--- src/rtl/hangman_pkg.sv ---
// Shared constants for the hangman datapath: ASCII letter bounds and the
// offset that folds lower case onto upper case.
package hangman_pkg;

  localparam logic [7:0] ASCII_A  = 8'h41;
  localparam logic [7:0] ASCII_Z  = 8'h5A;
  localparam logic [7:0] ASCII_LA = 8'h61;
  localparam logic [7:0] ASCII_LZ = 8'h7A;
  localparam logic [7:0] CASE_OFS = 8'h20;

endpackage

--- src/rtl/letter_filter.sv ---
// Combinational letter filter: passes upper case letters, folds lower case
// letters to upper case, and flags everything else as not accepted.
module letter_filter
  import hangman_pkg::*;
(
  input  logic [7:0] in,
  output logic [7:0] out,
  output logic       accept
);

  always_comb begin
    out    = in;
    accept = 1'b0;
    if (in >= ASCII_A && in <= ASCII_Z) begin
      accept = 1'b1;
    end else if (in >= ASCII_LA && in <= ASCII_LZ) begin
      accept = 1'b1;
      out    = in - CASE_OFS;
    end
  end

endmodule

--- src/rtl/guess_fifo.sv ---
// Receive-side guess buffer: optional letter filter in front of a
// first-word-fall-through FIFO popped by the game FSM.
module guess_fifo
  import hangman_pkg::*;
#(
  parameter int DATA_W    = 8,
  parameter int DEPTH     = 4,
  parameter bit FILTER_EN = 1'b1
) (
  input  logic                       clk,
  input  logic                       rst,
  input  logic                       ready,
  input  logic [DATA_W-1:0]          Rx_byte,
  input  logic                       game_rdy,
  input  logic                       clr,
  output logic [DATA_W-1:0]          guess,
  output logic                       guess_valid,
  output logic                       full,
  output logic [$clog2(DEPTH+1)-1:0] count,
  output logic                       overflow,
  output logic                       reject
);

  localparam int PTR_W = $clog2(DEPTH);
  localparam int CNT_W = $clog2(DEPTH+1);

  logic [DATA_W-1:0] mem [DEPTH];
  logic [PTR_W-1:0]  wr_ptr;
  logic [PTR_W-1:0]  rd_ptr;
  logic [DATA_W-1:0] filt_byte;
  logic              accept;
  logic              push;
  logic              pop;

  generate
    if (FILTER_EN) begin : g_filter
      letter_filter u_filter (
        .in     (Rx_byte),
        .out    (filt_byte),
        .accept (accept)
      );
    end else begin : g_bypass
      assign filt_byte = Rx_byte;
      assign accept    = 1'b1;
    end
  endgenerate

  assign guess_valid = (count != '0);
  assign full        = (count == CNT_W'(DEPTH));
  assign guess       = guess_valid ? mem[rd_ptr] : '0;

  // A full FIFO still takes a byte when the same cycle frees a slot.
  assign pop  = game_rdy && guess_valid;
  assign push = ready && accept && (!full || pop);

  always_ff @(posedge clk) begin
    if (push && !clr && !rst) begin
      mem[wr_ptr] <= filt_byte;
    end
  end

  always_ff @(posedge clk) begin
    if (rst) begin
      wr_ptr   <= '0;
      rd_ptr   <= '0;
      count    <= '0;
      overflow <= 1'b0;
      reject   <= 1'b0;
    end else begin
      reject <= ready && !accept;
      if (clr) begin
        wr_ptr   <= '0;
        rd_ptr   <= '0;
        count    <= '0;
        overflow <= 1'b0;
      end else begin
        if (push) begin
          wr_ptr <= wr_ptr + 1'b1;
        end
        if (pop) begin
          rd_ptr <= rd_ptr + 1'b1;
        end
        if (push && !pop) begin
          count <= count + 1'b1;
        end else if (pop && !push) begin
          count <= count - 1'b1;
        end
        if (ready && accept && full && !pop) begin
          overflow <= 1'b1;
        end
      end
    end
  end

endmodule

--- config.mk ---
export PLATFORM = sky130hd
export DESIGN_NAME = guess_fifo
export DESIGN_NICKNAME = d
export VERILOG_FILES = /design/src/rtl/hangman_pkg.sv /design/src/rtl/letter_filter.sv /design/src/rtl/guess_fifo.sv
export SDC_FILE = /design/constraint.sdc
export NUM_CORES = 1
export LEC_CHECK = 0
export ABC_CLOCK_PERIOD_IN_PS = 4250
export CAP_MARGIN = 0
export CORE_MARGIN = 2
export CORE_UTILIZATION = 57
export DETAILED_ROUTE_END_ITERATION = 12
export GPL_ROUTABILITY_DRIVEN = 0
export GPL_TIMING_DRIVEN = 1
export PLACE_DENSITY_LB_ADDON = 0.3
export SYNTH_ARGS = -nofsm -noshare
export SYNTH_HDL_FRONTEND = slang
export SYNTH_HIERARCHICAL = 1
export SYNTH_SLANG_ARGS = --single-unit
--- constraint.sdc ---
create_clock -name clk -period 4.25 [get_ports clk]
set_input_delay 0.85 -clock clk [delete_from_list [all_inputs] [get_ports clk]]
set_output_delay 0.85 -clock clk [all_outputs]
set_load 0.01 [all_outputs]
==> impl_metrics.ini <==
[status]
status = finished, final reports clean

[synth]
synth-seq-cells = 43
syn_area_um2 = 1940
yosysSeqAreaShare_pct = 60.7
yosys_warnings = 6
synth.most_common_cell = edfxtp_1
yosysTopAreaCell = edfxtp_1
synth_area_leaders = edfxtp_1 49%, dfxtp_1 11%, mux4_2 9.3%, ha_1 4.5%, nor2b_1 2.6%
synth_top_area_share_pct = 49.4
synth_common_cells = 32 x edfxtp_1, 11 x dfxtp_1, 10 x nor2_1
async_reset_ff_share_pct = 0
synth_cells = 133
synth_top_flop_cell = edfxtp_1
synth_edf_count = 32
avgSynthCellArea_um2 = 14.6
synth_fp_nets = 154
ys_types = 37

[worst_setup_path]
cp-start-kind = input pin
worstReg2RegEnd = count[2]$_SDFFE_PP0P_
crit_type = input pin to flip-flop
cp_data_required_time_ns = 4.53
r2r_slack_ns = 2.05
r2r-start = count[0]$_SDFFE_PP0P_
rr_worst_depth = 8
worst-path-buf-inv = 2
cp_max_fo = 7
cp_slowest_cell = clkdlybuf4s50_1
end_kind = flip-flop
max_stage_delay_ns = 0.63
crit_family = compound AO/OA/AOI/OAI gates
crit_arrival_ns = 3.80
crit_path_cell_trace = clkdlybuf4s50_1 -> nor3_2 -> a211o_1 -> a31oi_1 -> nand2_1 -> a21oi_4 -> ha_1 -> inv_1 -> fa_1 -> xor2_1 -> or3_1 -> a21oi_1

[drt]
ant_nets = 0
routed_via_density = 5.49
wl_per_cell_um = 15.7
wl_um = 3240
num_vias = 1131
drt_pass1_iterations = 4
drc = 0
first_iter_violations = 42

[final_layout]
antenna_cells = 0
area_delta_synth_final_pct = 17.1
multi_input_area_um2 = 671
drive_above_1_share_pct = 15.6
fillers = 246
register_area_um2 = 1180
layout.nets = 180

[floorplan]
die_x_um = 62.4
start_util_pct = 58.7
rows = 21
core_area_um2 = 3310
io_pins = 28
die_area_um2 = 3890
die_y_um = 62.4

[power_and_ir_drop]
p_int_mw = 0.577
p_switching_mw = 0.162
power_per_cell_area_nw_per_um2 = 325
clock_power_share_pct = 26.8
design_power_total_mw = 0.739
switching_share_pct = 22.0
pwr-share-comb_pct = 11.1
peakVddDrop_mv = 0.185
leakage_nw = 0.789
pwr-share-seq_pct = 62.1

[global_route]
overflow = 0
grt_use_total_pct = 18.7
grt_first_pass_wirelength_um = 5390
grt_antenna_before_repair = 0
grt_pass1_vias = 1183
grt_max_degree = 14

[timing]
finalHoldViolations = 0
setup_slack_ns = 0.732
fin_worst_skew_ns = 0.00639
rsz0062_at_grt = false
setup_viol_count_final = 0
tns_ns = 0
tightest_slew_ns = 0.538
finalCriticalPeriod_ns = 3.52
min_period_over_period_pct = 82.8
fin_hold_ws_ns = 0.483
fmax_ghz = 0.284
slew_headroom_pct = 64.1
final_max_slew_viol_count = 0

[clock_network]
cts_tree = done
post_cts_buffers = 0
cts_resized = 0
cts.clk_slew.worst_paths_ns = 0.11
cts_buffers = 5
cts_htree_levels = 2
cts_buffer_depth = 2
insertion_delay_ns = 0.34
cts_sinks = 43
cts_hold_buf = 0
root_buffer = clkbuf_4

[min_path]
hp-start = overflow$_SDFFE_PP0P_
hold_path_depth = 2
hp-class = flip-flop to flip-flop
min_to = overflow$_SDFFE_PP0P_

[place]
dp_hpwl_um = 2430
place_ws_ns = 0.370
portBuffers = 27

[run]
maxCapViolCount = 0
==> cells in the final DEF (no fill, tap or decap), drive strengths merged <==
cell type	count
ha	7
or2	1
mux4	8
nor2	10
a41o	1
a211o	1
xor2	3
nand2	6
nor3	2
a21oi	5
clkdlybuf4s50	27
o21ai	2
or3	2
o21bai	1
and3	4
edfxtp	32
clkbuf	7
a41oi	2
mux2i	3
o31ai	1
o211ai	1
dfxtp	11
clkinv	1
inv	8
fa	1
nor3b	2
nor2b	8
a31oi	1
buf	1
a21o	1
==> worst max-delay path by stage <==
stage	startpoint	endpoint	cells after the start
4_1_cts	Rx_byte[4]	count[2]$_SDFFE_PP0P_	12
5_1_grt	Rx_byte[1]	count[2]$_SDFFE_PP0P_	12
6_report	Rx_byte[4]	count[2]$_SDFFE_PP0P_	12
2_1_floorplan	Rx_byte[5]	count[2]$_SDFFE_PP0P_	12
3_5_place_dp	Rx_byte[4]	count[2]$_SDFFE_PP0P_	12
3_3_place_gp	Rx_byte[1]	count[2]$_SDFFE_PP0P_	12
==> kinds of logic (layout without fill, tap and decap cells) <==
group	count (synthesis)	in the layout	synth area share, %
compound gates	16	16	7.08
xor+xnor	3	3	1.35
fa+ha+maj	8	8	5.53
buf+inv	17	44	4.76
flops	43	43	60.7
mux	11	11	10.8
simple gates	35	35	9.72
==> power groups by stage <==
stage,sequential (mW),combinational (mW),clock [mW]
6_report,0.459,0.0821,0.198
2_1_floorplan,0.467,0.0447,0
5_1_grt,0.460,0.0892,0.218
3_5_place_dp,0.468,0.0826,0
4_1_cts,0.459,0.0827,0.204
3_3_place_gp,0.468,0.0787,0
==> metal layers <==
layer | global-route usage (%) | vias up | wire length, µm
met1 | 21.7 | 557 | 1340
met5 | 0 | - | 0
li1 | - | 538 | -
met2 | 32.7 | 30 | 1670
met4 | 7.22 | 0 | 60
met3 | 5.41 | 6 | 167
==> flip-flops by register name, indices dropped and copies added, names as in the netlist, named ones only <==
register,flops
mem,32
count,3
overflow,1
rd_ptr,2
reject,1
wr_ptr,2
==> layout make-up <==
class / instances / share of cell area, %
timing repair buffer: 28 / 12.2
inverter: 8 / 1.32
tap: 46 / 2.53
clock buffer: 7 / 2.42
clock inverter: 1 / 0.220
sequential: 43 / 51.9
multi-input combinational: 73 / 29.5
==> worst register-to-register path, cell delays in order (launching register included) <==
cell and delay (ns):
dfxtp_1 0.50, nor3b_2 0.13, a21oi_4 0.25, ha_1 0.22, inv_1 0.07, fa_1 0.37
xor2_1 0.16, or3_1 0.31, a21oi_1 0.14
==> metrics by stage <==
stage	instances	util [%]	cell area, µm²
2_1_floorplan	133	-	1940
4_1_cts	206	68.8	2280
6_report	206	68.8	2280
3_5_place_dp	198	67.0	2220
5_1_grt	206	68.8	2280
3_3_place_gp	198	67.0	2220
Power figures use the tool's default switching activity.
